**config.mk**
```make
export PLATFORM = sky130hd
export DESIGN_NAME = rst_decipher
export DESIGN_NICKNAME = d
export VERILOG_FILES = /design/src/rtl/rst_cipher_pkg.sv /design/src/rtl/rst_key_checker.sv /design/src/rtl/rst_decipher.sv
export SDC_FILE = /design/constraint.sdc
export NUM_CORES = 1
export LEC_CHECK = 0
export CORE_UTILIZATION = 24
export CTS_BUF_LIST = sky130_fd_sc_hd__clkbuf_8
export DETAILED_ROUTE_END_ITERATION = 7
export GPL_TIMING_DRIVEN = 0
export PLACE_DENSITY = 0.48
export SETUP_SLACK_MARGIN = 0.2
export SLEW_MARGIN = 0
export SYNTH_ARGS = -nofsm -noshare
export SYNTH_HDL_FRONTEND = slang
export SYNTH_SLANG_ARGS = --single-unit
```
**constraint.sdc**
```tcl
create_clock -name clk -period 11.9 [get_ports clk]
set_clock_uncertainty 0.05 [all_clocks]
set_input_delay 2.38 -clock clk [delete_from_list [all_inputs] [get_ports clk]]
set_output_delay 2.38 -clock clk [all_outputs]
set_load 0.03 [all_outputs]
```
**src/rtl/rst_cipher_pkg.sv**
```systemverilog
// Shared definitions for the RST rotating-table cipher (used by rst_decipher and init_table).
// Optional feature macro used by the top: RST_DECIPHER_REKEY_EN.
package rst_cipher_pkg;

  localparam int KEY_LEN = 12;
  localparam int HDR_N   = 6;

  localparam logic [7:0] CH_NUL = 8'h00;
  localparam logic [7:0] CH_LA  = 8'h61;
  localparam logic [7:0] CH_LZ  = 8'h7a;
  localparam logic [7:0] CH_UA  = 8'h41;
  localparam logic [7:0] CH_UZ  = 8'h5a;
  localparam logic [7:0] CH_D0  = 8'h30;
  localparam logic [7:0] CH_D9  = 8'h39;

  typedef logic [HDR_N-1:0][7:0] hdr_t;

  typedef enum logic [1:0] {
    KEY_WAIT  = 2'd0,
    KEY_CHECK = 2'd1,
    READY     = 2'd2
  } state_e;

  function automatic logic is_alnum(input logic [7:0] ch);
    return ((ch >= CH_LA) && (ch <= CH_LZ)) ||
           ((ch >= CH_UA) && (ch <= CH_UZ)) ||
           ((ch >= CH_D0) && (ch <= CH_D9));
  endfunction

  // Row/col are 0-based here; table fills 'a'..'z' then '0'..'9' row-major.
  function automatic logic [7:0] body_char(input logic [2:0] r, input logic [2:0] c);
    logic [5:0] idx;
    idx = 6'(r) * 6'd6 + 6'(c);
    if (idx < 6'd26) return CH_LA + 8'(idx);
    else             return CH_D0 + 8'(idx - 6'd26);
  endfunction

endpackage

```
**src/rtl/rst_key_checker.sv**
```systemverilog
// Serial key validator: one key position per cycle, tested for alnum and uniqueness.
module rst_key_checker
  import rst_cipher_pkg::*;
(
  input  logic                       clk,
  input  logic                       rst,
  input  logic                       start_i,
  input  logic                       active_i,
  input  logic [8*KEY_LEN-1:0]       key_i,
  output logic [KEY_LEN-1:0][7:0]    key_o,
  output logic                       done_o,
  output logic                       key_err_o
);

  logic [KEY_LEN-1:0][7:0] key_q;
  logic [3:0]              idx_q, idx_d;
  logic [7:0]              cur;
  logic                    dup;

  // key_q[i] holds key char k[i]; k[0] arrives in the top byte.
  always_ff @(posedge clk) begin
    if (start_i) begin
      for (int i = 0; i < KEY_LEN; i++) key_q[i] <= key_i[8*(KEY_LEN-1-i) +: 8];
    end
  end

  always_comb begin
    idx_d = idx_q;
    if (start_i)       idx_d = 4'd0;
    else if (active_i) idx_d = idx_q + 4'd1;
  end

  always_ff @(posedge clk or posedge rst) begin
    if (rst) idx_q <= 4'd0;
    else     idx_q <= idx_d;
  end

  always_comb begin
    cur = key_q[idx_q];
    dup = 1'b0;
    for (int j = 0; j < KEY_LEN; j++) begin
      if ((4'(j) != idx_q) && (key_q[j] == cur)) dup = 1'b1;
    end
    key_err_o = active_i && (!is_alnum(cur) || dup);
    done_o    = active_i && !key_err_o && (idx_q == 4'(KEY_LEN-1));
  end

  assign key_o = key_q;

endmodule

```
**src/rtl/rst_decipher.sv**
```systemverilog
// RST decipher top: key FSM, rotating row/col header registers, CAM lookup, registered outputs.
// Optional rekey from READY is enabled by defining RST_DECIPHER_REKEY_EN.
module rst_decipher
  import rst_cipher_pkg::*;
#(
  parameter int ROT_STEP = 1
) (
  input  logic                 clk,
  input  logic                 rst,
  input  logic [8*KEY_LEN-1:0] key_char,
  input  logic                 key_valid,
  input  logic [15:0]          ctxt_str,
  input  logic                 ctxt_valid,
  output logic [7:0]           ptxt_char,
  output logic                 ptxt_ready,
  output logic                 key_installed,
  output logic                 err_invalid_key,
  output logic                 err_key_not_installed,
  output logic                 err_invalid_ctxt
);

`ifdef RST_DECIPHER_REKEY_EN
  localparam bit REKEY_EN = 1'b1;
`else
  localparam bit REKEY_EN = 1'b0;
`endif

  state_e                  state_q, state_d;
  hdr_t                    rows_q, rows_d, cols_q, cols_d;
  logic [7:0]              ptxt_q, ptxt_d;
  logic                    rdy_q, rdy_d, ekey_q, ekey_d, enk_q, enk_d, ectx_q, ectx_d;
  logic                    start, key_done, key_err;
  logic [KEY_LEN-1:0][7:0] key;
  logic                    row_hit, col_hit;
  logic [2:0]              row_idx, col_idx;
  int                      src;

  assign start = key_valid && ((state_q != READY) || REKEY_EN);

  rst_key_checker u_chk (
    .clk       (clk),
    .rst       (rst),
    .start_i   (start),
    .active_i  (state_q == KEY_CHECK),
    .key_i     (key_char),
    .key_o     (key),
    .done_o    (key_done),
    .key_err_o (key_err)
  );

  // Key chars are unique once installed, so at most one row and one col can hit.
  always_comb begin
    row_hit = 1'b0;
    col_hit = 1'b0;
    row_idx = 3'd0;
    col_idx = 3'd0;
    for (int i = 0; i < HDR_N; i++) begin
      if (rows_q[i] == ctxt_str[15:8]) begin row_hit = 1'b1; row_idx = 3'(i); end
      if (cols_q[i] == ctxt_str[7:0])  begin col_hit = 1'b1; col_idx = 3'(i); end
    end
  end

  always_comb begin
    state_d = state_q;
    rows_d  = rows_q;
    cols_d  = cols_q;
    ptxt_d  = CH_NUL;
    rdy_d   = 1'b0;
    enk_d   = 1'b0;
    ectx_d  = 1'b0;
    ekey_d  = ekey_q;
    src     = 0;
    if (start) begin
      state_d = KEY_CHECK;
      ekey_d  = 1'b0;
    end else if (state_q == KEY_CHECK) begin
      if (key_err) begin
        state_d = KEY_WAIT;
        ekey_d  = 1'b1;
      end else if (key_done) begin
        state_d = READY;
        // Rows take even positions ascending and odd positions descending; cols are the partners.
        for (int i = 0; i < HDR_N; i++) begin
          src       = (i % 2 == 0) ? i : (KEY_LEN - 1 - i);
          rows_d[i] = key[src];
          cols_d[i] = key[src + 1];
        end
      end
    end
    if (ctxt_valid) begin
      if ((state_q != READY) || start) begin
        enk_d = 1'b1;
      end else if (row_hit && col_hit) begin
        ptxt_d = body_char(row_idx, col_idx);
        rdy_d  = 1'b1;
        for (int i = 0; i < HDR_N; i++) begin
          src       = (i + HDR_N - ROT_STEP) % HDR_N;
          rows_d[i] = rows_q[src];
          cols_d[i] = cols_q[src];
        end
      end else begin
        ectx_d = 1'b1;
      end
    end
  end

  always_ff @(posedge clk or posedge rst) begin
    if (rst) begin
      state_q <= KEY_WAIT;
      rows_q  <= '0;
      cols_q  <= '0;
      ptxt_q  <= CH_NUL;
      rdy_q   <= 1'b0;
      ekey_q  <= 1'b0;
      enk_q   <= 1'b0;
      ectx_q  <= 1'b0;
    end else begin
      state_q <= state_d;
      rows_q  <= rows_d;
      cols_q  <= cols_d;
      ptxt_q  <= ptxt_d;
      rdy_q   <= rdy_d;
      ekey_q  <= ekey_d;
      enk_q   <= enk_d;
      ectx_q  <= ectx_d;
    end
  end

  assign ptxt_char             = ptxt_q;
  assign ptxt_ready            = rdy_q;
  assign key_installed         = (state_q == READY);
  assign err_invalid_key       = ekey_q;
  assign err_key_not_installed = enk_q;
  assign err_invalid_ctxt      = ectx_q;

endmodule

```
* Word level (Yosys, flattened, before mapping)
Cells that the tools add are included.
Word-level totals: register bits after elaboration 210, output and inout port bits 13
Cells by class: $mul 1, magnitude comparators 8, $add $sub $neg 5, reductions and logical operators 32, muxes and demuxes 71, equal/unequal tests 39
Operators by type and width (number):
- two-way mux 48 bit | 14
- equality test 8 bit | 24
- two-way mux 8 bit | 5
- two-way mux 1 bit | 37
- binary-select mux 8 bit (select 4 bit) | 1
- two-way mux 3 bit | 8
- logical AND 1 bit | 20
- greater-or-equal comparator 8 x 7 -> 1 bit, second input constant | 2
- less-or-equal comparator 8 x 7 -> 1 bit, second input constant | 2
- inequality test 3 x 4 -> 1 bit, first input constant | 4
- inequality test 4 bit, first input constant | 4
- adder 7 x 6 -> 8 bit, first input constant | 1
- adder 7 x 7 -> 8 bit, first input constant | 1
- greater-or-equal comparator 8 x 6 -> 1 bit, second input constant | 1
- less-or-equal comparator 8 x 6 -> 1 bit, second input constant | 1
- two-way mux 2 bit | 4
- two-way mux 4 bit | 2
- inequality test 2 x 4 -> 1 bit, first input constant | 2
- subtractor 6 x 5 -> 7 bit, second input constant | 1
- adder 6 x 3 -> 6 bit | 1
- < comparator 6 x 5 -> 1 bit, second input constant | 1
- < comparator 4 x 5 -> 1 bit, second input constant | 1
- multiplier 3 x 2 -> 5 bit, second input constant | 1
- adder 4 x 1 -> 4 bit, second input constant | 1
- other kinds (11) | 17

* Depth between registers and ports, before layout
Gate-level depths: netlist (run 1).
word-level depth 28, mapped depth 20, depth with buffers taken out 19

* Modules after synthesis
A second synthesis (run 1) with hierarchy kept.
Unflattened totals: cells, all modules 1304, area total of the unflattened synthesis 13544.2 um^2
By module, submodules not included:
- rst_key_checker | sequential area each 2982.9 um^2, instances 1, area each 6971.7 um^2, cells each 626
- rst_decipher | sequential area each 2752.6 um^2, instances 1, area each 6572.6 um^2, cells each 678

* Worst setup path after synthesis (run 1)
Ideal clock, no wire load.
kind in2reg, start point in key_valid, end point reg u_chk.key_q, in the netlist u_chk.key_o[0], enable pin, stages 2, setup slack 4.856 ns, data arrival time 6.442 ns, data required time 11.298 ns, buffers on the path 0, cells stage by stage inv_1 > nor2_1
Between the ends: longest elaborated chain between the ends 1
Ends and longest elaborated chain:
- from (decl) | RTL line rst_decipher.sv:11 | input logic key_valid,
- logical AND 1 bit | RTL line rst_decipher.sv:38 | assign start = key_valid && ((state_q != READY) || REKEY_EN);
- via start | RTL line rst_decipher.sv:32 | logic start, key_done, key_err;
- to (decl) | RTL line rst_key_checker.sv:15 | logic [KEY_LEN-1:0][7:0] key_q;
The timed path passes the listed nets, and every way through them passes these cells. A chain may end at the register's enable or synchronous reset.

* Worst setup path after layout (run 1)
start point in ctxt_str[15], end point reg ptxt_q[6] (netlist: ptxt_char[6])
Between the ends: longest elaborated chain between the ends 14
Ends and longest elaborated chain:
- from (decl) | RTL line rst_decipher.sv:12 | input logic [15:0] ctxt_str,
- equality test 8 bit | RTL line rst_decipher.sv:58 | if (rows_q[i] == ctxt_str[15:8]) begin row_hit = 1'b1; row_idx = 3'(i); end
- two-way mux 1 bit | RTL line rst_decipher.sv:58
- two-way mux 3 bit (4 in series) | RTL line rst_decipher.sv:58
- multiplier 3 x 2 -> 5 bit | RTL line rst_cipher_pkg.sv:33 | idx = 6'(r) * 6'd6 + 6'(c);
- adder 6 x 3 -> 6 bit | RTL line rst_cipher_pkg.sv:33
- subtractor 6 x 5 -> 7 bit | RTL line rst_cipher_pkg.sv:35 | else return CH_D0 + 8'(idx - 6'd26);
- adder 7 x 7 -> 8 bit | RTL line rst_cipher_pkg.sv:35
- two-way mux 8 bit | RTL line rst_cipher_pkg.sv:34 | if (idx < 6'd26) return CH_LA + 8'(idx);
- two-way mux 8 bit * | RTL line rst_decipher.sv:93 | end else if (row_hit && col_hit) begin
- two-way mux 8 bit * | RTL line rst_decipher.sv:91 | if ((state_q != READY) || start) begin
- two-way mux 8 bit * | RTL line rst_decipher.sv:90 | if (ctxt_valid) begin
- via ptxt_d[6] | RTL line rst_decipher.sv:30 | logic [7:0] ptxt_q, ptxt_d;
- to (signal assigned) | RTL line rst_decipher.sv:121 | ptxt_q <= ptxt_d;
- to (decl) | RTL line rst_decipher.sv:30
The timed path passes the listed nets; every way through them passes the cells marked *.

==> results of run 1 <==
registers in the layout, indices dropped and copies added (netlist names):
| register | cells |
|---|---|
| ptxt_ready | 1 |
| rows_q | 48 |
| err_invalid_key | 1 |
| err_key_not_installed | 1 |
| u_chk.idx_q | 4 |
| err_invalid_ctxt | 1 |
| ptxt_char | 8 |
| state_q | 2 |
| u_chk.key_o | 96 |
| cols_q | 48 |
worst reg2reg max path, cell delays in order, from the launching register on:
cell and delay (ns):
dfrtp_1 0.39, buf_6 0.19, buf_12 0.17, buf_6 0.22
mux2i_1 0.40, o22ai_2 0.35, a21oi_2 0.39, buf_2 0.39
nand2_1 0.09, o21ai_0 0.07, a2111oi_0 0.09, a311oi_1 0.81
nand3_1 0.56, clkbuf_2 0.40, clkbuf_1 0.24, or3_1 0.41
a31oi_1 0.20
final timing paths:
path | startpoint | to | slack, ns | cells past startpoint
setup reg to reg | u_chk.idx_q[1] | cols_q[1] | 6.42 | 16
max in group asynchronous | rst | rows_q[17] | 8.94 | 3
min in group asynchronous | rst | ptxt_char[6] | 2.07 | 2
setup / recovery | ctxt_str[15] | ptxt_char[6] | 5.70 | 19
hold reg to reg | err_invalid_key | err_invalid_key | 0.47 | 1
hold / removal | err_invalid_key | err_invalid_key | 0.47 | 1
power breakdown:
group | total (µW) | switching, µW | internal [µW]
sequential | 824 | 34.8 | 789
clock | 730 | 332 | 398
combinational | 1170 | 725 | 445
logic make-up after synthesis:
group                    share of synthesized area (%)
AND/OR/NAND/NOR                                   14.1
adder cells (fa/ha/maj)                           1.34
buffers and inverters                             7.78
XOR/XNOR                                          14.0
multiplexers                                      4.28
AO/OA/AOI/OAI                                     18.2
flip-flops                                        40.3
cell usage in the layout, fill, tap and decap left out, types with 5 or more instances in the layout:
cell and count:
nor2_1 126, clkbuf_8 46, edfxtp_1 96, nor4_1 17, a22oi_1 8, nand3_1 24
buf_2 11, o21ai_0 134, buf_6 19, nor2b_1 8, a21oi_1 34, o211ai_1 7
a211oi_1 10, xor2_1 41, clkdlybuf4s50_1 112, inv_1 125, ha_1 12, a22o_1 8
a22oi_2 5, a31oi_1 104, nand2_1 39, nand4_1 29, o22ai_1 8, clkbuf_1 82
xnor2_1 186, nand2_2 5, nand2b_1 5, a221oi_1 11, mux2i_1 47, buf_4 6
or3_1 99, clkinv_2 5, dfrtp_1 114, nor3_1 14
layout make-up:
cell class | instances | share of cell area, %
plain buffers | 123 | 3.99
flip-flops and latches | 210 | 33.4
clock buffers | 46 | 3.68
clock inverters | 25 | 0.983
repair buffers | 115 | 6.92
multi-input cells | 1080 | 43.0
inverters | 112 | 2.48
well taps | 765 | 5.57
through the flow:
stage               power (µW)  cells  hold WS (ns)
global route              2840   2476         0.504
detailed placement        1980   2405         0.449
finish                    2720   2476         0.472
floorplan                 1610   1525         0.491
CTS                       2730   2476         0.478
global placement          1980   2402         0.447
layer usage:
metal	vias up	GRT usage (%)
met3	147	3.02
met4	0	9.12
met2	645	31.2
li1	5797	-
met1	6330	27.0
met5	-	0
==> flow_summary.yaml, run 1 <==
run_status:
  outcome: "complete, no violations"
finish:
  final_util_pct: 29.6
  seqCellArea_um2: 5740
  multi_input_area_um2: 7390
  nFillCells: 6246
  layout-drive-gt1-share_pct: 8.07
  nets: 1812
  area_growth_pct: 20.8
  n_antenna_cell: 0
  design_area_um2: 17200
clock_network:
  post_cts_buffers: 0
  numCtsBuffers: 40
  ctsLongestPathBuffers: 3
  clock_sinks: 210
  root_buffer: "clkbuf_8"
  cts_resized: 0
  tritoncts: "yes"
  insertion_delay_ns: 0.61
  cts_max_level: 2
  hold_buffers: 0
  path_clk_slew_ns: 0.07
setup_path:
  crit_family: "XOR/XNOR gates"
  critical_path.max_stage_delay_ns: 0.51
  crit_arrival_ns: 6.65
  crit_slowest_cell: "xnor2_1"
  end_kind: "flip-flop"
  crit_buf_inv: 1
  cp_cell_sequence: "clkbuf_1 > xor2_1 > nor4_1 > nand2_1 > a21oi_1 > o22ai_1 > ha_1 > ha_1 > a21oi_1 > nor2_1 > xnor2_1 > xnor2_1 > nand2_1 > nor2_1 > xor2_1 > ha_1 > nor2_1 > mux2_2 > a221oi_1"
  cp.required_ns: 12.36
  crit_type: "input port to flip-flop"
  start_kind: "input port"
  crit_fanout: 8
floorplan:
  design.portCount: 129
  initial_core_util_pct: 24.5
  row_count: 88
  die_w_um: 245
  die_h_um: 245
  core_area_um2: 58100
  die_area_um2: 60200
synth:
  synthFlopType: "dfrtp_1"
  netlist-cell-type-count: 84
  synth-seq-cells: 210
  synth_nets: 1655
  yosysMostFrequentCell: "xnor2_1"
  async_flop_share_pct: 54.3
  synth_area_leaders: "edfxtp_1, dfrtp_1, xnor2_1"
  yosysWarnings: 0
  syn_area_um2: 14200
  seq_area_frac_synth_pct: 40.3
  synth_edf_count: 96
  yosysTopAreaCellShare_pct: 20.3
  synthTopCellsByCount: "xnor2_1, o21ai_0, nor2_1"
  synth_cells: 1525
  avgSynthCellArea_um2: 9.33
  netlist.top_cell.by_area: "edfxtp_1"
timing:
  worstMarginPinSlew_ns: 1.04
  period_share_pct: 52.1
  max_slew_margin_pct: 30.2
  slew_viol_final: 0
  clock.fmax_mhz: 161
  hold_viol_final: 0
  setup_viol: 0
  rsz0062_at_grt: "no"
  fin_crit_ns: 6.20
  setup_ws_ns: 5.70
  setup_tns_ns: 0
placed_design:
  dpl.hpwl_mm: 47.6
  place_ws_ns: 5.07
  numPortBuffers: 112
  gp_congestion: 0.971
  dpl-instance-area_um2: 16400
worst_hold_path:
  hold_path_class: "flip-flop to flip-flop"
global_routing:
  grt_pass1_wl_mm: 87.2
  grt_usage_pct: 20.0
  grt-ovfl-total: 0
  grt_max_degree: 86
  antenna_found_initial: 0
  grt_pass1_vias: 12600
power_and_ir_drop:
  p_leak_uw: 0.00666
  p_per_area_nw_per_um2: 158
  irDropWorstVdd_v: 0.0000687
routing:
  antenna_left: 0
  first_iter_violations: 1362
  routed_wl_mm: 61.2
  route.met2.wl_mm: 27.5
  routed.top_layer: "met4"
  wire_per_inst_um: 24.7
  wl_met1_mm: 26.6
  dr_wl_met3_mm: 4.26
  drc_errors: 0
  vias: 12900
  routed_via_density: 5.22
  first_pass_iters: 6
job:
  drv_cap: 0
(Power assumes the default switching activity.)
==> inputs of run 2 (changes only) <==
Clock period 11.9 ns to 6.5 ns, I/O delays scaled along.
==> results of run 2 <==
The final DEF is identical to that of run 1. Status: complete, no violations.
Among the figures that moved: setup slack after placement 5.07 ns -> 0.745 ns; clock-pin slew on the worst setup and hold paths 0.07 ns -> 0.06 ns; setup slack after layout 5.70 ns -> 1.02 ns; start point of the critical path ctxt_str[15] -> u_chk.idx_q[1]; end point of the critical path ptxt_char[6] -> cols_q[1]; register-to-register setup slack 6.42 ns -> 1.02 ns; total power 2720 µW -> 4990 µW; worst IR drop on VDD 0.0000687 V -> 0.000126 V
